`config.mk`:
```
export PLATFORM = sky130hd
export DESIGN_NAME = usr_seq
export DESIGN_NICKNAME = d
export VERILOG_FILES = /design/src/rtl/usr_seq.sv
export SDC_FILE = /design/constraint.sdc
export NUM_CORES = 1
export LEC_CHECK = 0
export BUFFER_PORTS_ARGS = -buffer_cell sky130_fd_sc_hd__clkbuf_2
export CAP_MARGIN = 20
export CORE_MARGIN = 1
export CORE_UTILIZATION = 49
export DETAILED_ROUTE_END_ITERATION = 16
export PLACE_DENSITY = 0.77
export SKIP_CTS_REPAIR_TIMING = 1
export SLEW_MARGIN = 20
export SYNTH_ARGS = -nofsm -noshare
export SYNTH_HDL_FRONTEND = slang
export SYNTH_SLANG_ARGS = --single-unit
```
`constraint.sdc`:
```
create_clock -name clk -period 2.15 [get_ports clk]
set_clock_uncertainty 0.15 [all_clocks]
set_input_delay 0.1075 -clock clk [delete_from_list [all_inputs] [get_ports clk]]
set_output_delay 0.1075 -clock clk [all_outputs]
set_load 0.005 [all_outputs]
```
`src/rtl/usr_seq.sv`:
```
// Command sequencer driving a W-bit universal shift register: clear, shift N, load.
// Define USR_SEQ_ROTATE_EN to let SHR/SHL rotate by feeding usr_q back into the serial-in.
module usr_seq #(
  parameter int W  = 4,
  parameter int CW = 3
) (
  input  logic          clk,
  input  logic          clear,
  input  logic          cmd_valid,
  output logic          cmd_ready,
  input  logic [1:0]    cmd_op,
  input  logic [CW-1:0] cmd_cnt,
  input  logic [W-1:0]  cmd_data,
  input  logic          cmd_sin,
  input  logic          cmd_rot,
  output logic          busy,
  output logic          done,
  output logic [W-1:0]  rdata,
  output logic [1:0]    usr_s,
  output logic          usr_sisr,
  output logic          usr_sisl,
  output logic [W-1:0]  usr_pin,
  output logic          usr_clear,
  input  logic [W-1:0]  usr_q
);

  typedef enum logic [2:0] {
    S_INIT = 3'd0,
    S_IDLE = 3'd1,
    S_RUN  = 3'd2,
    S_CLR  = 3'd3,
    S_CAP  = 3'd4
  } state_t;

  localparam logic [1:0] OP_CLR  = 2'b00;
  localparam logic [1:0] OP_SHR  = 2'b01;
  localparam logic [1:0] OP_SHL  = 2'b10;
  localparam logic [1:0] OP_LOAD = 2'b11;

  state_t        state_q, state_d;
  logic [CW-1:0] cnt_q, cnt_d;
  logic [1:0]    usr_s_q, usr_s_d;
  logic          usr_sisr_q, usr_sisr_d;
  logic          usr_sisl_q, usr_sisl_d;
  logic [W-1:0]  usr_pin_q, usr_pin_d;
  logic          usr_clear_q, usr_clear_d;
  logic          done_q, done_d;
  logic [W-1:0]  rdata_q, rdata_d;
  logic          fill;

`ifdef USR_SEQ_ROTATE_EN
  logic rot_q, rot_d;
  // A rotating shift leaves the registered serial line at 0; the feedback path supplies the bit.
  assign fill = cmd_sin & ~cmd_rot;
`else
  logic unused_rot;
  assign unused_rot = cmd_rot;
  assign fill       = cmd_sin;
`endif

  always_comb begin
    state_d     = state_q;
    cnt_d       = cnt_q;
    usr_s_d     = usr_s_q;
    usr_sisr_d  = usr_sisr_q;
    usr_sisl_d  = usr_sisl_q;
    usr_pin_d   = usr_pin_q;
    usr_clear_d = usr_clear_q;
    done_d      = 1'b0;
    rdata_d     = rdata_q;
`ifdef USR_SEQ_ROTATE_EN
    rot_d       = rot_q;
`endif
    case (state_q)
      S_INIT: begin
        state_d     = S_IDLE;
        usr_clear_d = 1'b0;
      end
      S_IDLE: begin
        if (cmd_valid) begin
          case (cmd_op)
            OP_CLR: begin
              state_d     = S_CLR;
              usr_clear_d = 1'b1;
            end
            OP_LOAD: begin
              state_d   = S_RUN;
              usr_s_d   = OP_LOAD;
              usr_pin_d = cmd_data;
              cnt_d     = CW'(1);
            end
            default: begin
              if (cmd_cnt == '0) begin
                state_d = S_CAP;
                usr_s_d = 2'b00;
              end else begin
                state_d    = S_RUN;
                usr_s_d    = cmd_op;
                cnt_d      = cmd_cnt;
                usr_sisr_d = (cmd_op == OP_SHR) ? fill : 1'b0;
                usr_sisl_d = (cmd_op == OP_SHL) ? fill : 1'b0;
`ifdef USR_SEQ_ROTATE_EN
                rot_d      = cmd_rot;
`endif
              end
            end
          endcase
        end
      end
      S_RUN: begin
        // The operation on the edge leaving cnt==1 is the last one; hold from then on.
        if (cnt_q == CW'(1)) begin
          state_d    = S_CAP;
          usr_s_d    = 2'b00;
          usr_sisr_d = 1'b0;
          usr_sisl_d = 1'b0;
        end else begin
          cnt_d = cnt_q - CW'(1);
        end
      end
      S_CLR: begin
        state_d     = S_CAP;
        usr_clear_d = 1'b0;
      end
      S_CAP: begin
        state_d = S_IDLE;
        rdata_d = usr_q;
        done_d  = 1'b1;
      end
      default: begin
        state_d     = S_IDLE;
        usr_s_d     = 2'b00;
        usr_sisr_d  = 1'b0;
        usr_sisl_d  = 1'b0;
        usr_clear_d = 1'b0;
      end
    endcase
  end

  always_ff @(posedge clk or negedge clear) begin
    if (!clear) begin
      state_q     <= S_INIT;
      cnt_q       <= '0;
      usr_s_q     <= 2'b00;
      usr_sisr_q  <= 1'b0;
      usr_sisl_q  <= 1'b0;
      usr_pin_q   <= '0;
      usr_clear_q <= 1'b1;
      done_q      <= 1'b0;
      rdata_q     <= '0;
`ifdef USR_SEQ_ROTATE_EN
      rot_q       <= 1'b0;
`endif
    end else begin
      state_q     <= state_d;
      cnt_q       <= cnt_d;
      usr_s_q     <= usr_s_d;
      usr_sisr_q  <= usr_sisr_d;
      usr_sisl_q  <= usr_sisl_d;
      usr_pin_q   <= usr_pin_d;
      usr_clear_q <= usr_clear_d;
      done_q      <= done_d;
      rdata_q     <= rdata_d;
`ifdef USR_SEQ_ROTATE_EN
      rot_q       <= rot_d;
`endif
    end
  end

  assign cmd_ready = (state_q == S_IDLE);
  assign busy      = (state_q != S_IDLE);
  assign done      = done_q;
  assign rdata     = rdata_q;
  assign usr_s     = usr_s_q;
  assign usr_pin   = usr_pin_q;
  assign usr_clear = usr_clear_q;

`ifdef USR_SEQ_ROTATE_EN
  assign usr_sisr = (rot_q && state_q == S_RUN && usr_s_q == OP_SHR) ? usr_q[0]   : usr_sisr_q;
  assign usr_sisl = (rot_q && state_q == S_RUN && usr_s_q == OP_SHL) ? usr_q[W-1] : usr_sisl_q;
`else
  assign usr_sisr = usr_sisr_q;
  assign usr_sisl = usr_sisl_q;
`endif

endmodule

```
# [Word level (Yosys, flattened, before mapping)]
# Index checks and enable logic that the tools add are counted.
# Widths: inputs -> output; s select.
[op_classes] addsub=1 eq_ne=17 n_mux=30 n_bitwise=2 n_reduce_logical=13
[op_table] op="$mux 3" count=6
[op_table] op="$pmux 3 s2" count=3
[op_table] op="$mux 1" count=12
[op_table] op="$ne 2x2->1 const B" count=6
[op_table] op="$reduce_and 5->1" count=2
[op_table] op="$pmux 3 s3" count=1
[op_table] op="$eq 3x1->1 const B" count=2
[op_table] op="$eq 3x2->1 const B" count=2
[op_table] op="$logic_not 3->1" count=2
[op_table] op="$mux 2" count=3
[op_table] op="$pmux 1 s3" count=2
[op_table] op="$pmux 2 s3" count=1
[op_table] op="$reduce_and 3->1" count=2
[op_table] op="$eq 2x2->1 const B" count=2
[op_table] op="$pmux 2 s2" count=1
[op_table] op="$reduce_and 4->1" count=1
[op_table] op="$reduce_or 2->1" count=2
[op_table] op="$eq 3x3->1 const B" count=1
[op_table] op="$ne 3x1->1 const B" count=1
[op_table] op="$ne 3x2->1 const B" count=1
[op_table] op="$reduce_or 3->1" count=1
[op_table] op="$sub 3x1->3 const B" count=1
[op_table] op="$eq 2x1->1 const B" count=1
[op_table] op="$logic_not 2->1" count=1
[op_table] op="other kinds (5)" count=6
[word_totals] register_bits=20 output_inout_bits=16

# [Longest topological paths before layout]
# Gate-level depths: netlist of run 1.
[depth] ltp_word=6 depth_mapped=8 mapped_depth_nobuf=6

# [Worst setup path after synthesis of run 1]
# Ideal clock, no wire load.
[synth_path] kind="reg-to-reg" from="register state_q[2]" to="register usr_sisl_q (netlist: usr_sisl)" t_arrival_ps=1426 required_ps=1875 slack_ps=449 stages_incl_launch_ff=7 synth_period_minus_slack_ps=1701 cell_sequence="dfrtp_1 > clkbuf_1 > nor2b_2 > nand2b_1 > buf_4 > o221ai_1 > mux2_2"
[synth_via] elab_chain_len=4
[synth_rtl] element="start: declaration" line="40" rtl="state_t state_q, state_d;"
[synth_rtl] element="start signal: assignment" line="155" rtl="state_q <= state_d;"
[synth_rtl] element="$eq 3x2->1 (tied with other cells)" line="74" rtl="case (state_q)"
[synth_rtl] element="$reduce_or 3->1 (no line)"
[synth_rtl] element="$not 1->1 (no line)"
[synth_rtl] element="$reduce_and 5->1 (no line)"
[synth_rtl] element="end signal: assignment" line="159" rtl="usr_sisl_q <= usr_sisl_d;"
[synth_rtl] element="end: declaration" line="44" rtl="logic usr_sisl_q, usr_sisl_d;"
# Several ways; a longest one is shown, not always the timed one.
# A chain may end at the register's enable or synchronous reset.

# [Final worst setup path of run 1]
[layout_path] from="register state_q[0]" to="register usr_sisr_q (netlist: usr_sisr)"
[layout_via] elab_chain_len=4
[layout_rtl] element="$eq 3x2->1 (tied with other cells)" line="74"
[layout_rtl] element="$reduce_or 3->1 (no line)"
[layout_rtl] element="$not 1->1 (no line)"
[layout_rtl] element="$reduce_and 5->1 (no line)"
[layout_rtl] element="end signal: assignment" line="158" rtl="usr_sisr_q <= usr_sisr_d;"
[layout_rtl] element="end: declaration" line="43" rtl="logic usr_sisr_q, usr_sisr_d;"
# Several ways; a longest one is shown, not always the timed one.

==> out/qor.yml, run 1 <==
final_layout:
  n_fill_cell: 147
  layout_common_cells: "32 x clkbuf_2, 19 x dfrtp_1, 12 x mux2_2, 9 x dlygate4sd3_1"
  design_area_um2: 1420
  drive_gt1_share_pct: 40.1
  mostFrequentLayoutCell: "clkbuf_2"
  instances_no_fill: 169
  fin_util_pct: 70.1
  syn_to_final_growth_pct: 30.2
  nNetsFinal: 167
  n_antenna_cell: 0
power:
  power.density_nw_per_um2: 1220
  leakage_nw: 0.702
  power_mw: 1.72
  ir_worst_vdd_v: 0.000799
run_status:
  status: "finished with violations"
  violations: "hold timing"
cts:
  cts.clk_slew.worst_paths_ns: 0.12
  clockBufferDepth: 2
  ctsHtreeMaxLevel: 1
  clk_latency_ns: 0.30
  cts_root_buf: "clkbuf_4"
  cts_buffers: 3
  cts_sinks: 20
  cts_tree: "done"
sta:
  rsz0062_at_grt: "no"
  timing.fmax_mhz: 526
  fin_crit_ns: 1.90
  relSlewSlack_pct: 67.2
  finalWorstSetupSlack_ns: 0.251
  worstMarginPinSlew_ns: 0.492
  finalSetupViolCount: 0
  hold_ws_ns: -0.0113
  finalCritPeriodShare_pct: 88.3
  final_max_slew_viol_count: 0
  setup_tns_ns: 0
  hold_violations: 1
floorplan:
  core_um2: 2020
  num_io_pins: 34
  rows: 16
  die_h_um: 49.1
  die_w_um: 49.1
  fp.dieArea_um2: 2410
  initial_core_util_pct: 53.8
drt:
  via_per_inst: 5.29
  antenna_left: 0
  drtIter0Drc: 17
  remaining_drc_errors: 0
  wire_per_inst_um: 13.0
  drt-total-wl_um: 2200
  firstDrtPassIters: 4
  vias: 894
synthesis:
  syn_inst: 99
  syn_nets: 123
  ys.flop_type: "dfrtp_1"
  ys_ff_latch: 20
  synthArstFlopShare_pct: 100
  synth_cell_types: 32
  synth_edf_count: 0
  syn_area_per_cell_um2: 11.0
  yosysSeqAreaShare_pct: 46.1
  ys_warn_count: 0
  synth_area_um2: 1090
placement:
  post-place-ws_ns: 0.294
  hpwl_um: 1570
  port_buffers: 32
  place.gp.congestion: 0.795
  dpl_cell_area_um2: 1270
  dpl.cell_count: 156
hold_path:
  min_path_type: "in -> reg"
critical_path:
  crit_fanout: 8
  cp-start-kind: "flip-flop"
  slowest_delay_ns: 0.51
  path_cells: "nor2b_2, nand2b_1, o221ai_1, mux2_2"
  cpMaxStageDelayCell: "dfrtp_1"
  required_ns: 2.19
  crit_buf_inv: 0
  path_delay_family: "flip-flops"
  critical_path_class: "reg -> reg"
  cp.arrival_ns: 1.93
  crit_path_end_kind: "flip-flop"
flow_run:
  drv_cap: 0
grt:
  grt_pass1_wl_um: 3560
  grt_usage_pct: 19.0
  grt_max_degree: 21
  grt_pass1_vias: 811
  gr-total-overflow: 0
  antenna_found_initial: 0
[per-layer routing]
metal  wire length (µm)  vias to the layer above  track usage, %  share of wire, %
li1                   -                      436               -                 -
met1                938                      437            23.5                43
met2               1180                       17            33.6                54
met3                 54                        4            1.87               2.5
met4                 24                        0            7.35               1.1
met5                  0                        -               0                 0
[state kept, by name, indices dropped and copies added, names as in the netlist]
signal and count:
cnt_q 3, usr_pin 4, usr_sisr 1, usr_clear 1, usr_s 2, state_q 3
usr_sisl 1, rdata 4, done 1
[synth_stat cells, types with 2 or more instances]
cell,instances,area (µm²)
and2_1,2,12.5
dfrtp_1,19,475
nor2_1,7,26.3
o22a_1,3,26.3
ha_1,6,75.1
nand2b_1,4,25.0
mux2_2,12,135
inv_1,6,22.5
nor3_1,3,15.0
a21oi_1,7,35.0
clkbuf_1,2,7.51
and3_1,2,12.5
nand2_1,5,18.8
o21ai_0,2,10.0
buf_4,2,15.0
[power by group]
| group | leakage (nW) | switching (mW) | internal (mW) | total (mW) |
|---|---|---|---|---|
| logic | 0.428 | 0.352 | 0.392 | 0.744 |
| clock network | 0.0279 | 0.117 | 0.188 | 0.305 |
| registers | 0.247 | 0.131 | 0.543 | 0.674 |
| total | 0.702 | 0.600 | 1.12 | 1.72 |
[layout make-up]
type                            count  area, µm²  area share, %
Clock inverter                      1       30.0           2.12
Sequential cell                    20        502           35.4
Tap cell                           27       33.8           2.38
Multi-Input combinational cell     68        538           38.0
Timing Repair Buffer               43        265           18.7
Inverter                            7       26.3           1.85
Clock buffer                        3       22.5           1.59
[cells by family (layout without fill, tap and decap cells)]
| family | count (synthesis) | after routing | synth area share [%] |
|---|---|---|---|
| AO/OA/AOI/OAI | 21 | 21 | 15.4 |
| adder cells (fa/ha/maj) | 6 | 6 | 6.90 |
| buffers and inverters | 11 | 54 | 4.48 |
| flip-flops | 20 | 20 | 46.1 |
| multiplexers | 12 | 12 | 12.4 |
| AND/OR/NAND/NOR | 29 | 29 | 14.7 |
[path summary, 6_finish.rpt]
kind / startpoint / endpoint / slack [ns] / depth (start not counted)
min in group asynchronous: clear / state_q[0] / 0.13 / 2
max in group asynchronous: clear / usr_clear / 1.36 / 2
min: cmd_valid / state_q[1] / -0.01 / 2
max: state_q[0] / usr_sisr / 0.25 / 4
max reg2reg: state_q[0] / usr_sisr / 0.25 / 4
min reg2reg: cnt_q[1] / cnt_q[1] / 0.34 / 1
Power figures use the tool's default switching activity.
==> run 2: changes to the inputs <==
- BUFFER_PORTS_ARGS: -buffer_cell sky130_fd_sc_hd__clkbuf_2 -> -buffer_cell sky130_fd_sc_hd__buf_2
- CTS_CLUSTER_SIZE: unset -> 16
==> out/qor.yml, run 2 (synthesis results as in run 1) <==
run_status:
  status: "finished with violations"  # unchanged
  violations: "hold timing"  # unchanged
floorplan:
  initial_core_util_pct: 53.8  # unchanged
  fp.dieArea_um2: 2410  # unchanged
  die_h_um: 49.1  # unchanged
  rows: 16  # unchanged
  num_io_pins: 34  # unchanged
  core_um2: 2020  # unchanged
  die_w_um: 49.1  # unchanged
power:
  leakage_nw: 0.703  # was 0.702 nW
  power.density_nw_per_um2: 1220  # about the same
  ir_worst_vdd_v: 0.000720  # was 0.000799 V
cts:
  cts_root_buf: "clkbuf_4"  # unchanged
  cts_buffers: 3  # unchanged
  ctsHtreeMaxLevel: 1  # unchanged
  cts_sinks: 20  # unchanged
  cts_tree: "done"  # unchanged
  clk_latency_ns: 0.29  # was 0.30 ns
  cts.clk_slew.worst_paths_ns: 0.11  # was 0.12 ns
  clockBufferDepth: 2  # unchanged
critical_path:
  cp.arrival_ns: 1.92  # was 1.93 ns
  crit_path_end_kind: "flip-flop"  # unchanged
  cp-start-kind: "flip-flop"  # unchanged
  crit_fanout: 3  # was 8
  critical_path_class: "reg -> reg"  # unchanged
  required_ns: 2.18  # was 2.19 ns
  r2r_cells: 6  # was 4
drt:
  firstDrtPassIters: 4  # unchanged
  vias: 903  # was 894
  wire_per_inst_um: 13.5  # was 13.0 µm
  drt-total-wl_um: 2280  # was 2200 µm
  remaining_drc_errors: 0  # unchanged
  antenna_left: 0  # unchanged
  drtIter0Drc: 10  # was 17
  via_per_inst: 5.34  # was 5.29
sta:
  timing.fmax_mhz: 530  # was 526 MHz
  worstMarginPinSlew_ns: 0.432  # was 0.492 ns
  finalCritPeriodShare_pct: 87.7  # was 88.3%
  hold_ws_ns: -0.00388  # was -0.0113 ns
  rsz0062_at_grt: "no"  # unchanged
  final_max_slew_viol_count: 0  # unchanged
  finalSetupViolCount: 0  # unchanged
  relSlewSlack_pct: 71.2  # was 67.2%
  fin_crit_ns: 1.89  # was 1.90 ns
  hold_violations: 1  # unchanged
  setup_tns_ns: 0  # unchanged
grt:
  antenna_found_initial: 0  # unchanged
  grt_pass1_wl_um: 3710  # was 3560 µm
  gr-total-overflow: 0  # unchanged
  grt_pass1_vias: 900  # was 811
  grt_usage_pct: 19.9  # was 19.0%
  grt_max_degree: 21  # unchanged
final_layout:
  nNetsFinal: 167  # unchanged
  drive_gt1_share_pct: 40.1  # unchanged
  n_antenna_cell: 0  # unchanged
  multiInputGateArea_um2: 538  # unchanged
  n_fill_cell: 151  # was 147
  syn_to_final_growth_pct: 30.2  # unchanged
  instances_no_fill: 169  # unchanged
  layout_common_cells: "32 x buf_2, 19 x dfrtp_1, 12 x mux2_2, 9 x dlygate4sd3_1"  # was 32 x clkbuf_2, 19 x dfrtp_1, 12 x mux2_2, 9 x dlygate4sd3_1
  seqCellArea_um2: 502  # unchanged
  mostFrequentLayoutCell: "buf_2"  # was clkbuf_2
placement:
  place.gp.congestion: 0.818  # was 0.795
  port_buffers: 32  # unchanged
  hpwl_um: 1760  # was 1570 µm
  dpl.cell_count: 156  # unchanged
hold_path:
  min_path_type: "in -> reg"  # unchanged
  whs_path_depth: 2  # unchanged
flow_run:
  drv_cap: 0  # unchanged
-- run 2: worst max-delay path, stage by stage, from the launching register on --
cell	delay (ns)
dfrtp_1	0.40
inv_1	0.08
ha_1	0.15
nand2b_1	0.12
a221oi_2	0.33
o221ai_1	0.23
mux2_2	0.32
-- run 2: per-stage QoR --
stage	power, mW	setup slack, ns	hold WS, ns	instance area, µm²	utilization, %
final	1.73	0.264	-0.00388	1420	70.1
after global routing	1.85	0.116	0.00961	1420	70.1
after CTS	1.73	0.276	-0.406	1330	65.7
after detailed placement	1.42	0.295	-0.0714	1270	63.1
after global placement	1.36	0.341	-0.0793	1270	63.1
after floorplan	1.17	0.449	-0.338	1090	-
-- run 2: final cells by class --
class                      instances  area share [%]
multi-input combinational         68            38.0
clock inverter                     1            2.12
clock buffer                       3            1.59
inverter                           7            1.85
sequential                        20            35.4
tap                               27            2.38
timing repair buffer              43            18.7
-- run 2: path summary, 6_finish.rpt --
kind / start / end / slack (ns)
worst max-delay path: cnt_q[1] / usr_sisr / 0.26
worst min-delay path: cmd_valid / state_q[1] / -0.004
worst max register to register: cnt_q[1] / usr_sisr / 0.26
worst min register to register: cnt_q[1] / cnt_q[1] / 0.35
max in group asynchronous: clear / usr_clear / 1.40
min in group asynchronous: clear / usr_sisr / 0.12
-- run 2: layer usage --
metal	vias up	global-route usage (%)	share of wire, %
met5	-	0	0
met1	439	20.9	39
met3	4	2.80	3.7
met2	21	38.6	56
li1	439	-	-
met4	0	8.82	1.3
-- run 2: where the power goes --
part	switching, mW	internal (mW)	leakage (nW)
Combinational	0.360	0.395	0.428
Clock	0.113	0.188	0.0279
Sequential	0.126	0.543	0.247
Total	0.599	1.13	0.703
